`config.mk`:
```
export PLATFORM = sky130hd
export DESIGN_NAME = moore_scan_display
export DESIGN_NICKNAME = d
export VERILOG_FILES = /design/src/rtl/moore_pkg.sv /design/src/rtl/tick_gen.sv /design/src/rtl/moore_scan_display.sv
export SDC_FILE = /design/constraint.sdc
export NUM_CORES = 1
export LEC_CHECK = 0
export CAP_MARGIN = 20
export CORE_AREA = 2 2 80 120
export CTS_BUF_LIST = sky130_fd_sc_hd__clkbuf_8
export CTS_CLUSTER_SIZE = 16
export DETAILED_ROUTE_END_ITERATION = 10
export DIE_AREA = 0 0 82 122
export PLACE_DENSITY = 0.57
export SLEW_MARGIN = 20
export SYNTH_ARGS = -nofsm -noshare
export SYNTH_HDL_FRONTEND = slang
export SYNTH_SLANG_ARGS = --single-unit
```
`constraint.sdc`:
```
create_clock -name clockFPGA -period 1.9 [get_ports clockFPGA]
set_input_delay 0.475 -clock clockFPGA [delete_from_list [all_inputs] [get_ports clockFPGA]]
set_output_delay 0.475 -clock clockFPGA [all_outputs]
set_load 0.05 [all_outputs]
```
`src/rtl/moore_pkg.sv`:
```
// Shared definitions for the multi-digit BCD Moore display path: mode
// encodings, the BCD-to-segment table and the single-digit BCD step.
package moore_pkg;

   typedef enum logic [1:0] {
      MODE_HOLD  = 2'b00,
      MODE_UP    = 2'b01,
      MODE_DOWN  = 2'b10,
      MODE_CLEAR = 2'b11
   } mode_e;

   typedef struct packed {
      logic [3:0] digit;
      logic       carry;
   } bcd_step_t;

   // Active-high {g,f,e,d,c,b,a} patterns for digits 0..9.
   localparam logic [6:0] SEG_TABLE [10] = '{
      7'h3F, 7'h06, 7'h5B, 7'h4F, 7'h66, 7'h6D, 7'h7D, 7'h07, 7'h7F, 7'h6F
   };

   function automatic logic [6:0] bcd_to_seg(input logic [3:0] d);
      logic [6:0] seg;
      seg = 7'h00;
      for (int i = 0; i < 10; i++) begin
         if (d == 4'(i)) seg = SEG_TABLE[i];
      end
      return seg;
   endfunction

   // One digit of a ripple BCD increment/decrement; cin=0 leaves the digit alone.
   function automatic bcd_step_t bcd_step(input logic [3:0] d, input logic down,
                                          input logic cin);
      bcd_step_t r;
      r.digit = d;
      r.carry = 1'b0;
      if (cin) begin
         if (!down) begin
            if (d >= 4'd9) begin
               r.digit = 4'd0;
               r.carry = 1'b1;
            end else begin
               r.digit = d + 4'd1;
            end
         end else begin
            if (d == 4'd0) begin
               r.digit = 4'd9;
               r.carry = 1'b1;
            end else begin
               r.digit = d - 4'd1;
            end
         end
      end
      return r;
   endfunction

endpackage

```
`src/rtl/tick_gen.sv`:
```
// Free-running modulo-COUNT counter producing a one-cycle enable on its last
// state; clr restarts the period and masks the enable.
module tick_gen #(
   parameter int COUNT = 4
) (
   input  logic clockFPGA,
   input  logic RES,
   input  logic clr,
   output logic tick
);

   localparam int            W    = (COUNT > 1) ? $clog2(COUNT) : 1;
   localparam logic [W-1:0]  LAST = W'(COUNT - 1);

   logic [W-1:0] cnt;

   // NOTE: state registers use non-blocking assignments so every flop samples
   // pre-edge values, independent of process ordering.
   always_ff @(posedge clockFPGA or negedge RES) begin
      if (!RES) begin
         cnt <= '0;
      end else if (clr || cnt == LAST) begin
         cnt <= '0;
      end else begin
         cnt <= cnt + W'(1);
      end
   end

   assign tick = (cnt == LAST) && !clr;

endmodule

```
`src/rtl/moore_scan_display.sv`:
```
// Multi-digit BCD up/down Moore counter with tick-enable timing and a
// registered, time-multiplexed 7-segment scanner, all on clockFPGA.
module moore_scan_display
   import moore_pkg::*;
#(
   parameter int DIGITS         = 2,
   parameter int DIV_COUNT      = 25000000,
   parameter int SCAN_COUNT     = 50000,
   parameter bit WRAP           = 1'b1,
   parameter bit SEG_ACTIVE_LOW = 1'b1
) (
   input  logic                  clockFPGA,
   input  logic                  RES,
   input  logic [1:0]            w,
   output logic                  tick,
   output logic [4*DIGITS-1:0]   mooreOut,
   output logic                  at_limit,
   output logic [6:0]            segment_display,
   output logic [DIGITS-1:0]     digit_en
);

   localparam int                IDX_W     = (DIGITS > 1) ? $clog2(DIGITS) : 1;
   localparam logic [6:0]        SEG_RESET = SEG_ACTIVE_LOW ? ~SEG_TABLE[0] : SEG_TABLE[0];
   localparam logic [DIGITS-1:0] EN_RESET  = ~DIGITS'(1);

   logic [1:0]          w_meta;
   mode_e               w_s;
   logic                clr;
   logic                scan_tick;
   logic [4*DIGITS-1:0] count, count_next;
   logic                all_nine, all_zero;
   logic                carry;
   bcd_step_t           step;
   logic [IDX_W-1:0]    scan_idx, scan_idx_next;
   logic [3:0]          nibble;
   logic [6:0]          seg_next;
   logic [DIGITS-1:0]   en_next;

   always_ff @(posedge clockFPGA or negedge RES) begin
      if (!RES) begin
         w_meta <= 2'b00;
         w_s    <= MODE_HOLD;
      end else begin
         w_meta <= w;
         w_s    <= mode_e'(w_meta);
      end
   end

   assign clr = (w_s == MODE_CLEAR);

   tick_gen #(.COUNT(DIV_COUNT)) u_div (
      .clockFPGA (clockFPGA),
      .RES       (RES),
      .clr       (clr),
      .tick      (tick)
   );

   tick_gen #(.COUNT(SCAN_COUNT)) u_scan (
      .clockFPGA (clockFPGA),
      .RES       (RES),
      .clr       (1'b0),
      .tick      (scan_tick)
   );

   always_comb begin
      all_nine = 1'b1;
      all_zero = 1'b1;
      for (int i = 0; i < DIGITS; i++) begin
         if (count[4*i +: 4] != 4'd9) all_nine = 1'b0;
         if (count[4*i +: 4] != 4'd0) all_zero = 1'b0;
      end
   end

   // NOTE: every combinational output gets a default before any branch, so
   // no path leaves a variable unassigned and no latch is inferred.
   always_comb begin
      count_next = count;
      carry      = 1'b1;
      step       = '0;
      case (w_s)
         MODE_CLEAR: count_next = '0;
         MODE_UP, MODE_DOWN: begin
            if (tick && (WRAP || !((w_s == MODE_UP) ? all_nine : all_zero))) begin
               for (int i = 0; i < DIGITS; i++) begin
                  step                 = bcd_step(count[4*i +: 4], w_s == MODE_DOWN, carry);
                  count_next[4*i +: 4] = step.digit;
                  carry                = step.carry;
               end
            end
         end
         default: count_next = count;
      endcase
   end

   assign at_limit = ((w_s == MODE_UP) && all_nine) || ((w_s == MODE_DOWN) && all_zero);
   assign mooreOut = count;

   always_comb begin
      scan_idx_next = scan_idx;
      if (scan_tick) begin
         scan_idx_next = (scan_idx == IDX_W'(DIGITS - 1)) ? '0 : scan_idx + IDX_W'(1);
      end
   end

   // Digit select and its pattern come from the same index in one cycle.
   always_comb begin
      nibble  = 4'd0;
      en_next = '1;
      for (int i = 0; i < DIGITS; i++) begin
         if (scan_idx == IDX_W'(i)) begin
            nibble     = count[4*i +: 4];
            en_next[i] = 1'b0;
         end
      end
      seg_next = SEG_ACTIVE_LOW ? ~bcd_to_seg(nibble) : bcd_to_seg(nibble);
   end

   always_ff @(posedge clockFPGA or negedge RES) begin
      if (!RES) begin
         count           <= '0;
         scan_idx        <= '0;
         digit_en        <= EN_RESET;
         segment_display <= SEG_RESET;
      end else begin
         count           <= count_next;
         scan_idx        <= scan_idx_next;
         digit_en        <= en_next;
         segment_display <= seg_next;
      end
   end

endmodule
```
[After elaboration in Yosys (flattened, before gate mapping)]
Index checks and enable logic that the tools add are counted.
Word-level totals
  register bits: 63
  input port bits: 4
  output and inout bits: 19
  logic and storage cells: 87
Cells by class
  add/sub/neg operators: 7
  order comparisons: 2
  eq/ne operators: 18
  muxes and demuxes: 35
  bitwise operators: 1
  reduce and logical (&&, ||, !) cells: 15
Operators with widths (number)
  two-way mux 7 bit: 8
  adder 25 x 1 -> 25 bit (second input constant): 1
  == test 25 bit (second input constant): 1
  two-way mux 25 bit: 1
  two-way mux 5 bit: 5
  two-way mux 4 bit: 5
  adder 16 x 1 -> 16 bit (second input constant): 1
  == test 16 bit (second input constant): 1
  == test 4 x 3 -> 1 bit (second input constant): 4
  two-way mux 16 bit: 1
  one-hot mux 8 bit (2 select lines): 1
  zero test 4 bit: 3
  two-way mux 6 bit: 2
  two-way mux 1 bit: 11
  adder 4 x 1 -> 4 bit (second input constant): 2
  == test 4 x 2 -> 1 bit (second input constant): 2
  == test 4 bit (second input constant): 2
  greater-or-equal comparator 4 bit (second input constant): 2
  two-way mux 8 bit: 1
  inequality test 4 bit (second input constant): 2
  nonzero test 4 bit: 2
  subtractor 4 x 1 -> 4 bit (second input constant): 2
  inverter 7 bit: 1
  == test 2 bit (second input constant): 2
  11 further kinds: 15

[Longest topological paths before layout]
  depth after elaboration: 13
  gate-level depth with buffers: 8
  depth with buffers taken out: 7

[Modules after synthesis]
A second synthesis with hierarchy kept.
Second synthesis, totals
  cell total of the unflattened synthesis: 378
  area total of the unflattened synthesis: 3664.8 µm²
By module, submodules not included
  moore_scan_display: instances 1, cells each 151, area each 1455.1 µm², seq. area each 553.0 µm²
  tick_gen at u_div: instances 1, cells each 145, area each 1367.6 µm², seq. area each 625.6 µm²
  tick_gen at u_scan: instances 1, cells each 82, area each 842.1 µm², seq. area each 400.4 µm²

[Least setup slack after synthesis]
No wires, ideal clock.
  kind: reg-to-output
  from: register count[5], in the netlist mooreOut[5]
  to: output at_limit
  data arrival time: 2.098 ns
  data required time: 1.425 ns
  path slack: -0.673 ns
  cell stages (with the launch flop): 7
  buffers on the path: 0
  path through: dfrtp_1 > inv_1 > ha_1 > nand2b_1 > nor3_1 > nand3b_1 > a21oi_1
Between the ends
  cells in the longest elaborated chain, start to end: 4
  elaborated cells on any way between the ends: 7
  classes of those cells: eq/ne (1); mux (2); reduce/logical (4)
RTL lines
  start: declaration: line moore_scan_display.sv:30  | logic [4*DIGITS-1:0] count, count_next;
  start signal: assignment: line moore_scan_display.sv:125  | count <= count_next;
  inequality test 4 bit / nonzero test 4 bit (equally long branches): line moore_scan_display.sv:69, moore_scan_display.sv:70
  two-way mux 1 bit (on tied branches): line moore_scan_display.sv:69, moore_scan_display.sv:70
  logical AND 1 bit: line moore_scan_display.sv:95  | assign at_limit = ((w_s == MODE_UP) && all_nine) || ((w_s == MODE_DOWN) && all_zero);
  logical OR 1 bit *: line moore_scan_display.sv:95
  end: declaration: line moore_scan_display.sv:17  | output logic at_limit,
Every way passes the cells marked *; elsewhere a longest branch is shown, timed or not.

[Final worst setup path]
  from: register u_div.cnt[7]
  to: output tick
Between the ends
  cells in the longest elaborated chain, start to end: 2
RTL lines
  start: declaration: line tick_gen.sv:15  | logic [W-1:0] cnt;
  start signal: assignment: line tick_gen.sv:25  | cnt <= cnt + W'(1);
  == test 25 bit: line tick_gen.sv:29  | assign tick = (cnt == LAST) && !clr;
  logical AND 1 bit: line tick_gen.sv:29
  end: declaration: line moore_scan_display.sv:15  | output logic tick,
No other way between the ends.

==> flow_summary.json <==
{
  "fin_crit_ns": 2.32,
  "violations": "negative setup slack",
  "hold_ws_ns": 0.117,
  "core_sq_mm": 0.00904,
  "hpwl_um": 5740,
  "clock-skew-final_ns": 0.00998,
  "num-nets-final": 455,
  "vias_per_cell": 5.21,
  "finalSetupViolations": 34,
  "cp-end-kind": "output pin",
  "cts.sinks": 63,
  "avgRoutedWirePerCell_um": 15.4,
  "rr_startpoint": "u_div.cnt[7]",
  "antenna_found_initial": 0,
  "rrSetupSlack_ns": -0.41,
  "start_util_pct": 37.9,
  "port-buffer-count": 22,
  "ys_types": 51,
  "cap_violations": 0,
  "fp-row-count": 43,
  "worst-slew-pin-transition_ns": 0.520,
  "cts_made_buffers": 9,
  "area_growth_pct": 39.9,
  "p_seq_share_pct": 50.4,
  "fin_ws_ns": -0.419,
  "yosys.cell_count.top_type": "dfrtp_1",
  "async_reset_ff_share_pct": 100,
  "ys.flop_type": "dfrtp_1",
  "drcViolationCount": 0,
  "grt_use_total_pct": 17.6,
  "finalCritPeriodShare_pct": 122,
  "cp_cell_sequence": "or4_4, nor3_4, nand4b_4, nor2_4, buf_12",
  "cp_slowest_stage_delay_ns": 0.55,
  "cts_root_buf": "clkbuf_8",
  "worstPathRequired_ns": 1.42,
  "dr_total_vias": 2894,
  "yosys_register_bits": 63,
  "grt_max_degree": 64,
  "syn_area_sq_mm": 0.00342,
  "drive_above_1_share_pct": 33.0,
  "path_max_fanout": 2,
  "post-place-ws_ns": -0.113,
  "fmax_ghz": 0.431,
  "clk_latency_ns": 0.34,
  "finalSetupTns_ns": -4.92,
  "yosys-top-cells-count": "dfrtp_1, nor2_1, xor2_1",
  "synthCells": 353,
  "ir_worst_vdd_mv": 0.491,
  "intPower_mw": 2.14,
  "p_sw_share_pct": 23.3,
  "p_leak_nw": 2.22,
  "synth-edff-count": 0,
  "grt_pass1_wl_um": 13400,
  "yosysTopAreaCell": "dfrtp_1",
  "multi_input_area_sq_mm": 0.00199,
  "die_x_um": 82,
  "synth_area_per_cell_sq_um": 9.69,
  "cpLargestDelayFamily": "simple AND/OR/NAND/NOR gates",
  "fillers": 831,
  "rsz0062_at_grt": "true",
  "seq_area_sq_mm": 0.00159,
  "switchingPower_uw": 648,
  "drt-total-wl_um": 8550,
  "ys_top_cells_by_area": "dfrtp_1, xor2_1, nor2_1, ha_1, xnor2_1",
  "grt_overflow": 0,
  "ant_nets": 0,
  "drv_slew": 0,
  "pin_count": 23,
  "status": "finished, violations left",
  "crit_buf_inv": 1,
  "min_path_type": "input pin to async pin",
  "worstSetupPathType": "flip-flop to output pin",
  "slew_headroom_pct": 65.2,
  "drtPass1Iterations": 4,
  "holdBufCountCts": 0,
  "arrival_ns": 1.84,
  "pwr-share-clk_pct": 41.7,
  "reg2reg_depth": 8,
  "power_density_mw_per_mm2": 582,
  "die_height_um": 122,
  "yosysTopAreaCellShare_pct": 44.6,
  "synth_fp_nets": 369,
  "worst_setup_path_start_kind": "flip-flop",
  "p_comb_share_pct": 7.9,
  "grt_pass1_vias": 2887,
  "r2r_end": "mooreOut[6]",
  "hold_violations": 0,
  "synth_warnings": 0,
  "cts.path.max_buffers": 2,
  "cts_tree": "yes",
  "diodes": 0,
  "crit_slowest_cell": "or4_4",
  "clk_pin_slew_ns": 0.06,
  "htree_levels": 3,
  "gp_congestion": 0.804,
  "dieArea_sq_mm": 0.0100,
  "synth_seq_area_share_pct": 46.1,
  "drtIter0Drc": 131
}
## worst reg2reg max path: stages (launching register included)
cell and delay [ns]:
dfrtp_1 0.40, or4_4 0.55, nor3_4 0.16, nand4b_4 0.13
buf_4 0.15, buf_6 0.10, buf_6 0.12, or4_4 0.52
o311ai_2 0.08
## per-stage QoR
| stage | total power, mW | instances | utilization [%] | cell area, sq um |
|---|---|---|---|---|
| floorplan | 1.51 | 353 | - | 3500 |
| global placement | 1.62 | 524 | 46.9 | 4240 |
| detailed placement | 1.62 | 524 | 46.9 | 4240 |
| CTS | 2.78 | 548 | 50.8 | 4590 |
| global route | 2.89 | 555 | 52.9 | 4790 |
| finish | 2.78 | 555 | 52.9 | 4790 |
## power by group through the flow
stage,clock network [mW],logic [mW],registers (mW)
2_1_floorplan,0,0.0921,1.42
3_3_place_gp,0,0.191,1.43
3_5_place_dp,0,0.191,1.43
4_1_cts,1.18,0.198,1.40
5_1_grt,1.23,0.247,1.41
6_report,1.16,0.220,1.40
## cells by family after synthesis
logic type	Yosys count	synth area share [%]
compound gates	49	9.14
xor+xnor	40	10.2
fa+ha+maj	12	4.39
buf+inv	25	2.82
flops	63	46.1
mux	7	2.08
simple gates	157	25.2
## metal layers
metal,wire length (um),up-vias,part of all wire [%],track usage [%]
met1,3360,1423,39,19.8
met5,0,-,0,0
met2,4740,48,55,31.5
li1,-,1410,-,-
met3,230,13,2.7,3.19
met4,214,0,2.5,8.02
## registers in the layout (all words and copies together) (netlist names)
name,flops
digit_en,2
mooreOut,8
scan_idx,1
segment_display,7
u_div.cnt,25
u_scan.cnt,16
w_meta,2
w_s,2
## cell type report
cell class | instances | share of cell area, %
Clock inverter | 4 | 0.863
Clock buffer | 11 | 3.16
Timing Repair Buffer | 87 | 17.3
Multi-Input combinational cell | 265 | 41.5
Tap cell | 112 | 2.93
Sequential cell | 63 | 33.1
Inverter | 13 | 1.18
## how the worst max path moves through the flow
stage,startpoint,endpoint,slack (ns),cells after the start
CTS,u_div.cnt[7],tick,-0.42,5
finish,u_div.cnt[7],tick,-0.42,5
floorplan,u_div.cnt[10],tick,-0.16,4
detailed placement,u_div.cnt[10],tick,-0.11,5
global placement,u_div.cnt[10],tick,-0.1,5
global route,u_div.cnt[7],tick,-0.47,5
## placed cells by master, fill, tap and decap left out, types with 4 or more instances in the layout
| master | count |
|---|---|
| ha_1 | 7 |
| mux2i_1 | 6 |
| nand3_1 | 17 |
| dfrtp_2 | 5 |
| dfrtp_1 | 56 |
| clkbuf_8 | 11 |
| o21ai_0 | 17 |
| nand2_1 | 23 |
| xor2_1 | 27 |
| and4_1 | 4 |
| or3_1 | 5 |
| buf_4 | 67 |
| a21oi_1 | 7 |
| buf_12 | 9 |
| buf_6 | 6 |
| ha_4 | 4 |
| xnor2_1 | 13 |
| inv_1 | 10 |
| nand4_1 | 9 |
| nor2_1 | 50 |
| and3_1 | 10 |
## timing repair
item                       in CTS  in global routing
gates resized for setup        21                 19
pin swaps                       8                  8
setup endpoints to repair      11                 44
gates cloned                    0                  3
buffers inserted                9                  5
Power figures use the tool's default switching activity.
==> RTL edit 1: new RTL, same flow settings <==
The output `segment_display` loses its register stage (`segment_display` becomes a continuous assignment).
--- a/src/rtl/moore_scan_display.sv
+++ b/src/rtl/moore_scan_display.sv
@@ -121,12 +121,12 @@
          scan_idx        <= '0;
          digit_en        <= EN_RESET;
-         segment_display <= SEG_RESET;
       end else begin
          count           <= count_next;
          scan_idx        <= scan_idx_next;
          digit_en        <= en_next;
-         segment_display <= seg_next;
       end
    end
 
+   assign segment_display = seg_next;
+
 endmodule
Behaviour: not the same (Yosys sat finds a counterexample within 4 cycles, from zero or initial values).
==> RTL edit 1 against the unedited design <==
  * The flow still finishes with violations (negative setup slack)
  * Register-to-register slack better by 0.21 ns
  * Worst setup slack lost 0.0016 ns
  * Non-clock buffer count grew 23
  * Critical path type unchanged
  * Critical path depth is the same
  * Cell area increased by 2.2%
  * Synthesized area is 5.2% lower
  * Via count decreased by 1.3%
  * Combinational power fell by 6%
  * Clock skew up 0.0045 ns
  * Sequential cell count fell by 7
  * Power down 24%
  * Wire length shrank 3.4%
  * Global-route usage is 0.96 points lower
==> RTL edit 1: results (changes against the unedited design) <==
- Run status: finished, violations left
- Violated checks: negative setup slack
- Post-synth top cells: 55 x dfrtp_1, 52 x nor2_1, 27 x xor2_1, 24 x nand2_1
- Setup violators final: 37 (+8.8%)
- Final #Nets: 467 (+2.6%)
- Worst Skew: 0.01444 ns (+0.004470 ns)
- Routability cong.: 0.7801 (-3.0%)
- Fill cell count: 794 (-4.5%)
- Post-synthesis sequential area ratio: 0.4322 (-0.02927)
- CTS H-Tree Depth: 2 (-1)
- Setup TNS: -4.239 ns (+0.6811 ns)
- Total wire length: 8251 um (-3.4%)
- Syn nets: 362 (-1.9%)
- Placed instance area: 4348 sq um (+2.5%)
- CP peak stage delay: 0.54 ns
- Final worst setup slack: -0.4211 ns (-0.001618 ns)
- Vias in the first global route: 2,797 (-3.1%)
- First-pass GRT wire length: 13,080 um (-2.7%)
- Maximum fanout along the worst path: 3 (+1)
- Worst vdd ir: 0.0004384 V (-11%)
- Wire per inst: 14.63 um (-5.0%)
- Final HPWL DP: 5807 um (+1.1%)
- Pre-CTS worst setup slack: -0.1042 ns (+0.009093 ns)
- Via count: 2,855 (-1.3%)
- Cells after DPL: 537 (+2.5%)
- Initial DRC count: 107 (-18%)
- Leakage: 2.193 nW (-1.3%)
[RTL edit 1: changes by cell type in the layout (fill, tap and decap cells not counted), sizes merged]
cell      before  now
inv           16   14
clkbuf        13    8
buf           83  106
clkinvlp       0    1
dfstp          2    1
dfrtp         61   55
bufinv         1    0
[RTL edit 1: worst max-delay path, delay by kind of cell, from the launching register on]
family                 cells  cell delay [ns]
buffers and inverters      1             0.14
flip-flops                 1             0.39
AND/OR/NAND/NOR            4             1.00
[RTL edit 1: area by class of cell]
class,instances,share of cell area
Clock inverter,2,0.002302
Sequential cell,56,0.2898
Tap cell,112,0.02864
Timing Repair Buffer,110,0.2230
Inverter,13,0.01100
Clock buffer,6,0.01688
Multi-Input combinational cell,265,0.4284
[RTL edit 1: cell families (layout without fill, tap and decap cells)]
group / Yosys count / in the layout / share of synthesized area
simple gates: 157 / 157 / 0.2656
flops: 56 / 56 / 0.4322
compound gates: 49 / 49 / 0.09637
xor+xnor: 40 / 40 / 0.1079
buf+inv: 25 / 131 / 0.02969
fa+ha+maj: 12 / 12 / 0.04626
mux: 7 / 7 / 0.02197
[RTL edit 1: per-stage QoR]
stage,util,total power [mW]
2_1_floorplan,-,1.359
3_3_place_gp,0.4810,1.449
3_5_place_dp,0.4810,1.452
4_1_cts,0.5162,2.144
5_1_grt,0.5413,2.228
6_report,0.5413,2.127
[RTL edit 1: timing repair]
action,4_1_cts,5_1_grt
cloned,0,3
buffers inserted,10,6
resized for setup,31,29
endpoints found under the setup margin,34,48
pin swaps,13,13
[RTL edit 1: worst paths after layout]
kind | end | slack (ns) | cells past startpoint
min in group clockFPGA | w_s[0] | 0.35 | 0
hold reg to reg | w_s[0] | 0.35 | 0
hold / removal | u_div.cnt[15] | 0.13 | 2
setup / recovery | tick | -0.42 | 5
setup reg to reg | mooreOut[4] | -0.20 | 6
max in group asynchronous | digit_en[1] | 1.45 | 2
[RTL edit 1: per-layer routing]
layer	up-vias	wire length, um	GRT usage
li1	1417	-	-
met1	1389	3226	0.1914
met2	43	4770	0.3150
met3	6	162	0.02000
met4	0	91	0.04375
met5	-	0	0
[RTL edit 1: where the power goes]
group / total [mW] / leakage (nW) / internal [mW] / switching (mW)
registers: 1.25 / 0.736 / 1.22 / 0.0282
clock network: 0.668 / 0.0486 / 0.292 / 0.376
logic: 0.206 / 1.41 / 0.0985 / 0.108
==> RTL edit 2: new RTL, config.mk and constraints unchanged <==
Made on the original files. The parameter `DIGITS` goes from 2 to 1.
--- a/src/rtl/moore_scan_display.sv
+++ b/src/rtl/moore_scan_display.sv
@@ -4,5 +4,5 @@
    import moore_pkg::*;
 #(
-   parameter int DIGITS         = 2,
+   parameter int DIGITS         = 1,
    parameter int DIV_COUNT      = 25000000,
    parameter int SCAN_COUNT     = 50000,
Interface: changed (resized digit_en and mooreOut); port bits go from 23 to 18. No check against the original RTL was run, so the function may have changed too.
==> RTL edit 2 against the unedited design <==
  * Power is 38% lower
  * Synthesized area is 35% lower
  * Critical path type unchanged
  * Die area stayed put
  * Highest routed layer unchanged
  * Largest cell class unchanged
  * Worst setup slack worse by 0.20 ns
  * Cell area is 36% lower
  * First-iteration DRC count is 37% lower
  * Wire length is 37% lower
  * The run still ends with negative setup slack left
  * Fmax is 8.1% lower
  * Sequential cell count is 23 lower
==> RTL edit 2: results (changes against the unedited design) <==
- Metal-1 WL: 2130 um (-37%)
- Vias in the first global route: 2,033 (-30%)
- GRT Util Overall: 0.1190 (-0.05699)
- Setup violators final: 30 (-12%)
- Run status: finished, violations left
- Wire per inst: 13.41 um (-13%)
- Post-synthesis sequential area ratio: 0.4497 (-0.01168)
- Violated checks: negative setup slack
- WHS: 0.03699 ns (-0.07980 ns)
- Cells after DPL: 381 (-27%)
- Setup TNS: -9.318 ns (-4.397 ns)
- Final worst setup slack: -0.6231 ns (-0.2036 ns)
- Clock Power: 0.591 mW (-49%)
- Syn nets: 255 (-31%)
- Cell variety after synth: 41 (-20%)
- RR Endpoint: mooreOut[0]
- TritonCTS Buffers: 5 (-4)
- CTS H-Tree Depth: 2 (-1)
- Met2 wire len: 2999 um (-37%)
- Worst slew margin: 0.5164 (-0.1357)
- Post-synth top cells: 39 x dfrtp_1, 35 x nor2_1, 15 x xor2_1, 14 x nand2_1, 14 x nand3_1
- Launch point of the worst reg-to-reg path: u_div.cnt[17]
- Fill cell count: 930 (+12%)
- Syn Inst Count: 242 (-31%)
- Routability cong.: 0.8196 (+2.0%)
- Worst Skew: 0.004753 ns (-0.005222 ns)
- WL met3: 199 um (-13%)
- Vias/cell: 4.803 (-7.9%)
[RTL edit 2: logic make-up after synthesis]
logic type / after synthesis / share of synthesized area
XOR/XNOR: 23 / 0.09040
AO/OA/AOI/OAI: 40 / 0.1179
other: 1 / 0.001683
adder cells (fa/ha/maj): 9 / 0.05053
buffers and inverters: 24 / 0.05166
AND/OR/NAND/NOR: 105 / 0.2381
flip-flops: 40 / 0.4498
[RTL edit 2: layout make-up]
cell class / count / area share
clock buffers: 6 / 0.02709
inverters: 8 / 0.01314
well taps: 112 / 0.04598
clock inverters: 2 / 0.003695
repair buffers: 53 / 0.1560
multi-input cells: 181 / 0.4232
flip-flops and latches: 40 / 0.3309
[RTL edit 2: critical path: stages (launching register included)]
cell	delay, ns
dfrtp_1	0.38
or4_4	0.53
or4b_4	0.50
nor3_4	0.17
buf_12	0.16
[RTL edit 2: repair_timing]
item,in CTS,in global routing
setup endpoints to repair,31,31
buffers inserted,10,3
hold endpoints to repair,0,0
gates cloned,3,0
resized for setup,25,6
pin swaps,7,6
